`src/rtl/mmio_router.sv`:
```
// Data-port router: maps CPU accesses onto N device regions via a registered
// req/ack handshake with timeout, or passes them through to the default target.
module mmio_router #(
    parameter int N_DEV = 4,
    parameter int ADDR_W = 30,
    parameter int DATA_W = 32,
    parameter int SEL_W = 4,
    parameter logic [N_DEV*SEL_W-1:0] DEV_SEL = {4'hf, 4'he, 4'hd, 4'hc},
    parameter int TIMEOUT = 255,
    parameter int TO_W = 8
) (
    input  logic                    clk,
    input  logic                    rst,
    input  logic [ADDR_W-1:0]       cpu_addr,
    input  logic                    cpu_read,
    input  logic                    cpu_write,
    input  logic [DATA_W-1:0]       cpu_wdata,
    input  logic [DATA_W/8-1:0]     cpu_ben,
    output logic [DATA_W-1:0]       cpu_rdata,
    output logic                    cpu_stall,
    output logic                    dflt_read,
    output logic                    dflt_write,
    input  logic [DATA_W-1:0]       dflt_rdata,
    input  logic                    dflt_stall,
    output logic [N_DEV-1:0]        dev_req,
    output logic                    dev_we,
    output logic [ADDR_W-1:0]       dev_addr,
    output logic [DATA_W-1:0]       dev_wdata,
    output logic [DATA_W/8-1:0]     dev_ben,
    input  logic [N_DEV-1:0]        dev_ack,
    input  logic [N_DEV*DATA_W-1:0] dev_rdata,
    output logic                    bus_err,
    output logic [ADDR_W-1:0]       err_addr,
    input  logic                    err_clr
);

    localparam int IDX_W = (N_DEV > 1) ? $clog2(N_DEV) : 1;
    localparam logic [TO_W-1:0] TO_LAST = TO_W'(TIMEOUT - 1);

    typedef enum logic [1:0] {
        IDLE,
        BUSY,
        DONE,
        ERR
    } state_t;

    state_t state;
    state_t nxt;

    logic [SEL_W-1:0]  sel;
    logic              hit;
    logic [IDX_W-1:0]  hit_idx;
    logic [IDX_W-1:0]  idx_q;
    logic [TO_W-1:0]   cnt;
    logic [DATA_W-1:0] rdata_q;
    logic              active;
    logic              go;
    logic              ack;
    logic              last;
    logic              to_err;

    assign sel = cpu_addr[ADDR_W-1 -: SEL_W];
    assign active = cpu_read | cpu_write;
    assign go = active & hit;
    assign ack = dev_ack[idx_q];
    assign last = (cnt == TO_LAST);
    assign to_err = (state == BUSY) & ~ack & last;

    // Scan downwards so the lowest matching index is the one that sticks.
    always_comb begin
        hit = 1'b0;
        hit_idx = '0;
        for (int i = N_DEV - 1; i >= 0; i--) begin
            if (sel == DEV_SEL[i*SEL_W +: SEL_W]) begin
                hit = 1'b1;
                hit_idx = IDX_W'(i);
            end
        end
    end

    always_ff @(posedge clk or negedge rst) begin
        if (!rst) begin
            state <= IDLE;
        end else begin
            state <= nxt;
        end
    end

    always_comb begin
        nxt = state;
        unique case (state)
            IDLE: if (go) nxt = BUSY;
            BUSY: begin
                if (ack) begin
                    nxt = DONE;
                end else if (last) begin
                    nxt = ERR;
                end
            end
            DONE: nxt = IDLE;
            ERR:  nxt = IDLE;
            default: nxt = IDLE;
        endcase
    end

    always_ff @(posedge clk or negedge rst) begin
        if (!rst) begin
            idx_q <= '0;
            dev_req <= '0;
            dev_we <= 1'b0;
            dev_addr <= '0;
            dev_wdata <= '0;
            dev_ben <= '0;
            cnt <= '0;
            rdata_q <= '0;
        end else begin
            unique case (state)
                IDLE: begin
                    if (go) begin
                        idx_q <= hit_idx;
                        dev_req <= N_DEV'(1) << hit_idx;
                        dev_we <= cpu_write;
                        dev_addr <= cpu_addr;
                        dev_wdata <= cpu_wdata;
                        dev_ben <= cpu_ben;
                        cnt <= '0;
                    end
                end
                BUSY: begin
                    cnt <= cnt + 1'b1;
                    if (ack) begin
                        rdata_q <= dev_rdata[idx_q*DATA_W +: DATA_W];
                        dev_req <= '0;
                    end else if (last) begin
                        rdata_q <= '0;
                        dev_req <= '0;
                    end
                end
                default: ;
            endcase
        end
    end

    // A fresh timeout beats a concurrent clear; only the first address is kept.
    always_ff @(posedge clk or negedge rst) begin
        if (!rst) begin
            bus_err <= 1'b0;
            err_addr <= '0;
        end else if (to_err) begin
            bus_err <= 1'b1;
            if (!bus_err) err_addr <= dev_addr;
        end else if (err_clr) begin
            bus_err <= 1'b0;
        end
    end

    always_comb begin
        dflt_read = cpu_read & ~hit;
        dflt_write = cpu_write & ~hit;
        cpu_stall = dflt_stall;
        cpu_rdata = dflt_rdata;
        if (hit) begin
            cpu_stall = active & ((state == IDLE) | (state == BUSY));
            cpu_rdata = ((state == DONE) | (state == ERR)) ? rdata_q : '0;
        end
    end

endmodule

```
`config.mk`:
```
export PLATFORM = sky130hd
export DESIGN_NAME = mmio_router
export DESIGN_NICKNAME = d
export VERILOG_FILES = /design/src/rtl/mmio_router.sv
export SDC_FILE = /design/constraint.sdc
export NUM_CORES = 1
export LEC_CHECK = 0
export CORE_AREA = 2 2 144 146
export CTS_CLUSTER_DIAMETER = 80
export DETAILED_ROUTE_END_ITERATION = 10
export DIE_AREA = 0 0 146 148
export PLACE_DENSITY = 0.82
export SYNTH_ARGS = -nofsm -noshare
export SYNTH_HDL_FRONTEND = slang
export SYNTH_SLANG_ARGS = --single-unit
```
`constraint.sdc`:
```
create_clock -name clk -period 3.34 [get_ports clk]
set_clock_uncertainty 0.05 [all_clocks]
set_input_delay 0.835 -clock clk [delete_from_list [all_inputs] [get_ports clk]]
set_output_delay 0.835 -clock clk [all_outputs]
set_load 0.01 [all_outputs]
```
==> results of run 1 <==
[through the flow]
stage / instances / utilization / instance area [um2] / TNS, ns
4_1_cts: 1333 / 0.5868 / 11760 / 0
3_5_place_dp: 1300 / 0.5559 / 11140 / 0
5_1_grt: 1337 / 0.5924 / 11870 / -0.005471
3_3_place_gp: 1300 / 0.5559 / 11140 / 0
6_report: 1337 / 0.5924 / 11870 / 0
2_1_floorplan: 683 / - / 7038 / 0
[sequential cells by signal, indices dropped and copies added, names as in the netlist]
name and count:
dev_addr 30, dev_ben 4, rdata_q 32, dev_wdata 32, cnt 8, dev_we 1, state 2, idx_q 2
dev_req 4, bus_err 1, err_addr 30
[logic make-up (layout without fill, tap and decap cells)]
group	after synthesis	count (layout)	share of synthesized area
compound gates	56	56	0.06276
mux	65	65	0.1726
flops	146	146	0.5191
buf+inv	83	466	0.04978
fa+ha+maj	2	2	0.003555
other cells	0	1	0
simple gates	331	331	0.1922
[cells in the mapped netlist, types with 3 or more instances]
master	n
sky130_fd_sc_hd__buf_1	8
sky130_fd_sc_hd__clkbuf_1	28
sky130_fd_sc_hd__mux4_2	33
sky130_fd_sc_hd__buf_6	4
sky130_fd_sc_hd__nor2_1	5
sky130_fd_sc_hd__buf_2	7
sky130_fd_sc_hd__and2_1	3
sky130_fd_sc_hd__inv_1	36
sky130_fd_sc_hd__nand3_1	39
sky130_fd_sc_hd__dfrtp_1	146
sky130_fd_sc_hd__nand2b_1	4
sky130_fd_sc_hd__o21ai_0	10
sky130_fd_sc_hd__nand2_1	269
sky130_fd_sc_hd__mux2_4	30
sky130_fd_sc_hd__o2bb2ai_1	32
[worst min-delay path by stage]
stage | endpoint | from | cells after the start
2_1_floorplan | cnt[6]$_DFFE_PN0P_ | cnt[6]$_DFFE_PN0P_ | 1
3_3_place_gp | dev_wdata[18]$_DFFE_PN0P_ | dev_wdata[18]$_DFFE_PN0P_ | 2
3_5_place_dp | dev_wdata[25]$_DFFE_PN0P_ | dev_wdata[25]$_DFFE_PN0P_ | 2
4_1_cts | err_addr[2]$_DFFE_PN0P_ | rst | 1
5_1_grt | dev_wdata[27]$_DFFE_PN0P_ | rst | 1
6_report | dev_wdata[25]$_DFFE_PN0P_ | rst | 1
[power by group]
| part | leakage (nW) | internal (mW) | switching (mW) | total (mW) |
|---|---|---|---|---|
| combinational | 3.50 | 1.70 | 1.36 | 3.05 |
| clock | 0.287 | 1.07 | 0.820 | 1.89 |
| sequential | 1.87 | 2.38 | 0.456 | 2.84 |
| total | 5.66 | 5.15 | 2.63 | 7.78 |
[per-layer routing]
| layer | global-route usage | up-vias |
|---|---|---|
| met5 | 0 | - |
| met3 | 0.06173 | 56 |
| met2 | 0.3901 | 358 |
| met4 | 0.1034 | 0 |
| li1 | - | 3040 |
| met1 | 0.2727 | 3223 |
[final cells by class]
type	count	area (um2)	area share
antenna	1	2.502	0.0002108
clock buffer	18	439.2	0.03699
clock inverter	14	148.9	0.01254
inverter	36	135.1	0.01138
multi-input combinational	454	3050	0.2570
sequential	146	3655	0.3079
tap	270	337.8	0.02846
timing repair buffer	398	4103	0.3456
[critical path, stage by stage]
cell and delay, ns:
sky130_fd_sc_hd__clkdlybuf4s50_1 0.48, sky130_fd_sc_hd__nand2_1 0.10, sky130_fd_sc_hd__buf_12 0.18, sky130_fd_sc_hd__o31ai_1 0.23
sky130_fd_sc_hd__clkdlybuf4s50_1 0.56
[repair_timing]
item / 4_1_cts / 5_1_grt
setup buffers: 0 / 2
endpoints found under the setup margin: 3 / 32
cloned: 1 / 1
endpoints found under the hold margin: 0 / 0
resized for setup: 3 / 28
pin swaps: 0 / 1
==> results.sh, run 1 <==
export IMPL_status="completed"
export IMPL_globalplace_congestion=0.8490
export IMPL_core_rowCount=52
export IMPL_grt_max_degree=66
export IMPL_met1_length_mm=9.472
export IMPL_sequential_element_share_of_the_synthesized_area=0.5191
export IMPL_core_area_um2=20040
export IMPL_timing_critical_path_from="cpu_addr[28]"
export IMPL_critical_path_class="input port to output pin"
export IMPL_die_height_um=148
export IMPL_final_critical_path_setup_slack_ns=0.05392
export IMPL_worstReg2RegStart="state[1]$_DFFE_PN0P_"
export IMPL_cts_buffers=17
export IMPL_area_growth_pct=68.68
export IMPL_layout_commonest_cell="sky130_fd_sc_hd__clkdlybuf4s50_1"
export IMPL_synth_edf_count=0
export IMPL_die_area_um2=21610
export IMPL_drt_first_iter_violations=301
export IMPL_route_vias_total=6677
export IMPL_post_route_period_util=0.9839
export IMPL_maxSlewViolCount=0
export IMPL_timing_hold_ws_ns=0.3191
export IMPL_routed_wire_length_per_instance_um=18.64
export IMPL_slew_limit_headroom=0.5534
export IMPL_synth_cells=683
export IMPL_boundaryPins=373
export IMPL_cts_max_path_buffers=2
export IMPL_clock_input_transition_at_the_sequential_cells_of_the_worst_setup_and_hold_paths_ns=0.07
export IMPL_gr_total_overflow=0
export IMPL_crit_path_start_kind="input port"
export IMPL_setup_worst_path_end_class="output pin"
export IMPL_drt_drc_violations_left=0
export IMPL_cts_htree_levels=4
export IMPL_route_met3_wl_mm=2.138
export IMPL_min_path_type="input port to async pin"
export IMPL_drt_first_pass_iters=5
export IMPL_synth_top_flop_cell="sky130_fd_sc_hd__dfrtp_1"
export IMPL_cp_max_fo=27
export IMPL_drive_gt1_frac=0.1229
export IMPL_p_leak_nw=5.658
export IMPL_numClockSinks=146
export IMPL_power_density_nw_per_um2=655.6
export IMPL_synthArstFlopShare=1.000
export IMPL_first_global_vias=7094
export IMPL_layout_cells_most_common_list="343 x sky130_fd_sc_hd__clkdlybuf4s50_1, 269 x sky130_fd_sc_hd__nand2_1, 145 x sky130_fd_sc_hd__dfrtp_1"
export IMPL_route_detailed_vias_per_inst=4.994
export IMPL_r2r_setup_slack_ns=0.88
export IMPL_critPathArrivalTime_ns=2.40
export IMPL_fp_dieW_um=146
export IMPL_avgSynthCellArea_um2=10.30
export IMPL_synth_seq_cells=146
export IMPL_max_freq_mhz=304.3
export IMPL_timing_final_setup_violations=0
export IMPL_grtUsageTotal=0.2289
export IMPL_post_synth_main_area_contributors="sky130_fd_sc_hd__dfrtp_1 52%, sky130_fd_sc_hd__nand2_1 14%, sky130_fd_sc_hd__mux4_2 11%"
export IMPL_rsz0062_at_grt="true"
export IMPL_detail_route_wirelength_mm=24.92
export IMPL_cts_tree="yes"
export IMPL_cts_hold_buffers=0
export IMPL_timing_critical_path_required_ns=2.45
export IMPL_hpwl_mm=18.36
export IMPL_topRoutingLayerUsed="met4"
export IMPL_met2WireLength_mm=12.50
export IMPL_synth_cell_types=37
export IMPL_totalPowerFinal_mw=7.783
export IMPL_worst_pin_slew_ns=0.6699
export IMPL_pre_cts_slack_ns=0.003437
export IMPL_power_ir_vdd_worst_v=0.0003149
export IMPL_max_cap_viol_count=0
export IMPL_layout_filler_cells=1638
export IMPL_crit_reg2reg_capture="err_addr[16]$_DFFE_PN0P_"
export IMPL_synth_largest_area_cell="sky130_fd_sc_hd__dfrtp_1"
export IMPL_finalNetCount=1291
export IMPL_grt_pass1_wl_mm=38.50
export IMPL_clk_root_buffer_cell="sky130_fd_sc_hd__clkbuf_16"
export IMPL_port_buffer_count=372
export IMPL_post_synth_instance_area_um2=7038
export IMPL_final_hold_viol_count=0
export IMPL_postRouteAntennaNets=0
export IMPL_start_util=0.3512
export IMPL_grt_antenna_before_repair=1
export IMPL_clock_insertion_delay_at_the_later_pin_of_the_skew_report_ns=0.42
export IMPL_yosysTopAreaCellShare=0.5191
export IMPL_worstRegToRegCells=6
export IMPL_min_period_ns=3.286
export IMPL_synth_net_count=921
export IMPL_ys_warnings_count=0
export IMPL_crit_path_end="cpu_stall"
Note: power is estimated with default switching activity, not from simulation.
==> run 2: changes to the inputs <==
==> constraint.sdc (replaced) <==
create_clock -name clk -period 4.1 [get_ports clk]
set_clock_uncertainty 0.05 [all_clocks]
set_input_delay 1.025 -clock clk [delete_from_list [all_inputs] [get_ports clk]]
set_output_delay 1.025 -clock clk [all_outputs]
set_load 0.01 [all_outputs]
==> results.sh, run 2 (synthesized netlist as in run 1, its figures left out) <==
export IMPL_boundaryPins=373
export IMPL_path_common_cell="sky130_fd_sc_hd__clkdlybuf4s50_1"
export IMPL_design_area_um2=11690
export IMPL_min_path_type="register to register"
export IMPL_slew_limit_headroom=0.5659
export IMPL_detail_route_wirelength_mm=24.25
export IMPL_clock_input_transition_at_the_sequential_cells_of_the_worst_setup_and_hold_paths_ns=0.06
export IMPL_combinational_power_share=0.386
export IMPL_route_detailed_vias_per_inst=4.913
export IMPL_cpPeakStageDelay_ns=0.55
export IMPL_port_buffer_count=372
export IMPL_final_hold_viol_count=0
export IMPL_drt_first_pass_iters=6
export IMPL_first_global_vias=6680
export IMPL_wp_buf_inv=3
export IMPL_min_period_ns=3.749
export IMPL_die_area_um2=21610
export IMPL_crit_chain="clkdlybuf4s50_1 -> and2_1 -> buf_12 -> nand3_1 -> nand2_1 -> clkdlybuf4s50_1"
export IMPL_crit_path_start_kind="input port"
export IMPL_power_density_nw_per_um2=546.5
export IMPL_timing_critical_path_required_ns=3.02
export IMPL_rsz0062_at_grt="false"
export IMPL_setup_worst_path_end_class="output pin"
export IMPL_hpwl_mm=18.05
export IMPL_route_vias_total=6514
export IMPL_globalplace_congestion=0.8486
export IMPL_cts_buffers=17
export IMPL_netSwitchingFraction=0.3256
export IMPL_fp_dieW_um=146
export IMPL_routed_wire_length_per_instance_um=18.29
export IMPL_clk_root_buffer_cell="sky130_fd_sc_hd__clkbuf_16"
export IMPL_power_ir_vdd_worst_v=0.0002303
export IMPL_cell_area_reported_after_detailed_placement_um2=11070
export IMPL_die_height_um=148
export IMPL_timing_final_setup_violations=0
export IMPL_core_area_um2=20040
export IMPL_reg_top3="dev_wdata (32), rdata_q (32)"
export IMPL_start_util=0.3512
export IMPL_core_rowCount=52
export IMPL_critical_path_class="input port to output pin"
export IMPL_area_growth_pct=66.03
export IMPL_drt_first_iter_violations=312
export IMPL_grt_pass1_wl_mm=37.69
export IMPL_p_leak_nw=5.268
export IMPL_timing_critical_path_max_delay_family="buffers and inverters"
export IMPL_grtUsageTotal=0.2223
export IMPL_setup_tns_ns=0
export IMPL_max_freq_mhz=266.7
export IMPL_cts_hold_buffers=0
export IMPL_cts_setup_buffers=0
export IMPL_cell_internal_pwr_mw=4.307
export IMPL_power_switching_mw=2.080
export IMPL_cts_tree="yes"
export IMPL_cts_htree_levels=4
export IMPL_clock_insertion_delay_at_the_later_pin_of_the_skew_report_ns=0.41
export IMPL_critPathArrivalTime_ns=2.67
export IMPL_cts_resized_gates=0
export IMPL_layout_cells_most_common_list="371 x sky130_fd_sc_hd__clkdlybuf4s50_1, 269 x sky130_fd_sc_hd__nand2_1, 145 x sky130_fd_sc_hd__dfrtp_1"
export IMPL_clock_power_share=0.253
export IMPL_finalNetCount=1279
export IMPL_cts_max_path_buffers=2
export IMPL_drive_gt1_frac=0.1110
export IMPL_gr_total_overflow=0
export IMPL_post_route_period_util=0.9144
export IMPL_maxSlewViolCount=0
export IMPL_critical_path_slowest_cell="sky130_fd_sc_hd__clkdlybuf4s50_1"
export IMPL_numClockSinks=146
export IMPL_postRouteAntennaNets=0
export IMPL_worst_pin_slew_ns=0.6511
export IMPL_grt_antenna_before_repair=2
export IMPL_grt_max_degree=67
export IMPL_power_share_sequential=0.361
export IMPL_cp_max_fo=35
export IMPL_status="completed"
export IMPL_layout_commonest_cell="sky130_fd_sc_hd__clkdlybuf4s50_1"
export IMPL_max_cap_viol_count=0
export IMPL_drt_drc_violations_left=0
## run 2: cell types whose count changed in the layout (fill, tap and decap cells not counted), moves of 2 or more
| cell | delta |
|---|---|
| sky130_fd_sc_hd__buf_4 | -9 |
| sky130_fd_sc_hd__clkinv_2 | +2 |
| sky130_fd_sc_hd__inv_6 | -2 |
| sky130_fd_sc_hd__dlymetal6s2s_1 | -28 |
| sky130_fd_sc_hd__clkdlybuf4s50_1 | +28 |
| sky130_fd_sc_hd__clkinv_4 | -3 |
| sky130_fd_sc_hd__bufinv_16 | +2 |
## run 2: worst min-delay path, stage by stage, from the launching register on
cell and delay (ns):
sky130_fd_sc_hd__dfrtp_1 0.33, sky130_fd_sc_hd__nand2_1 0.05, sky130_fd_sc_hd__nand2_1 0.06
## run 2: layout make-up
| cell class | instances | area, um2 |
|---|---|---|
| antenna | 2 | 5.005 |
| fill | 1679 | 8354 |
| clock inverter | 12 | 155.1 |
| inverter | 36 | 135.1 |
| sequential | 146 | 3655 |
| clock buffer | 20 | 456.7 |
| tap | 270 | 337.8 |
| timing repair buffer | 386 | 3892 |
| multi-input combinational | 454 | 3048 |
## run 2: routing by layer
metal	global-route usage	vias to the layer above	routed length [um]
met2	0.3939	316	12420
met3	0.05216	31	1750
met5	0	-	0
met1	0.2685	3168	9548
li1	-	2999	-
met4	0.07184	0	530
## run 2: stage by stage
step | worst slack [ns] | cells | power, mW | util | hold WS (ns)
after floorplan | 1.180 | 683 | 3.482 | - | 0.4024
after global placement | 0.4231 | 1292 | 4.735 | 0.5523 | 0.4070
after detailed placement | 0.3522 | 1292 | 4.808 | 0.5523 | 0.4109
after CTS | 0.3547 | 1324 | 6.445 | 0.5829 | 0.4260
after global routing | 0.2756 | 1326 | 6.740 | 0.5831 | 0.4405
final | 0.3511 | 1326 | 6.386 | 0.5831 | 0.4215
## run 2: path summary, 6_finish.rpt
path,from,to,slack (ns),depth (start not counted)
worst min-delay path,dev_wdata[16]$_DFFE_PN0P_,dev_wdata[16]$_DFFE_PN0P_,0.42,2
worst max-delay path,cpu_addr[29],cpu_rdata[6],0.35,6
max in group asynchronous,rst,rdata_q[14]$_DFFE_PN0P_,2.54,2
worst min register to register,dev_wdata[16]$_DFFE_PN0P_,dev_wdata[16]$_DFFE_PN0P_,0.42,2
min in group asynchronous,rst,dev_wdata[24]$_DFFE_PN0P_,0.54,1
worst max register to register,state[1]$_DFFE_PN0P_,err_addr[27]$_DFFE_PN0P_,1.52,6
## run 2: power by group through the flow
stage	sequential [mW]	clock, mW	combinational, mW
floorplan	2.39	0	1.09
global placement	2.31	0	2.42
detailed placement	2.31	0	2.50
CTS	2.30	1.65	2.50
global route	2.36	1.71	2.67
finish	2.30	1.62	2.47
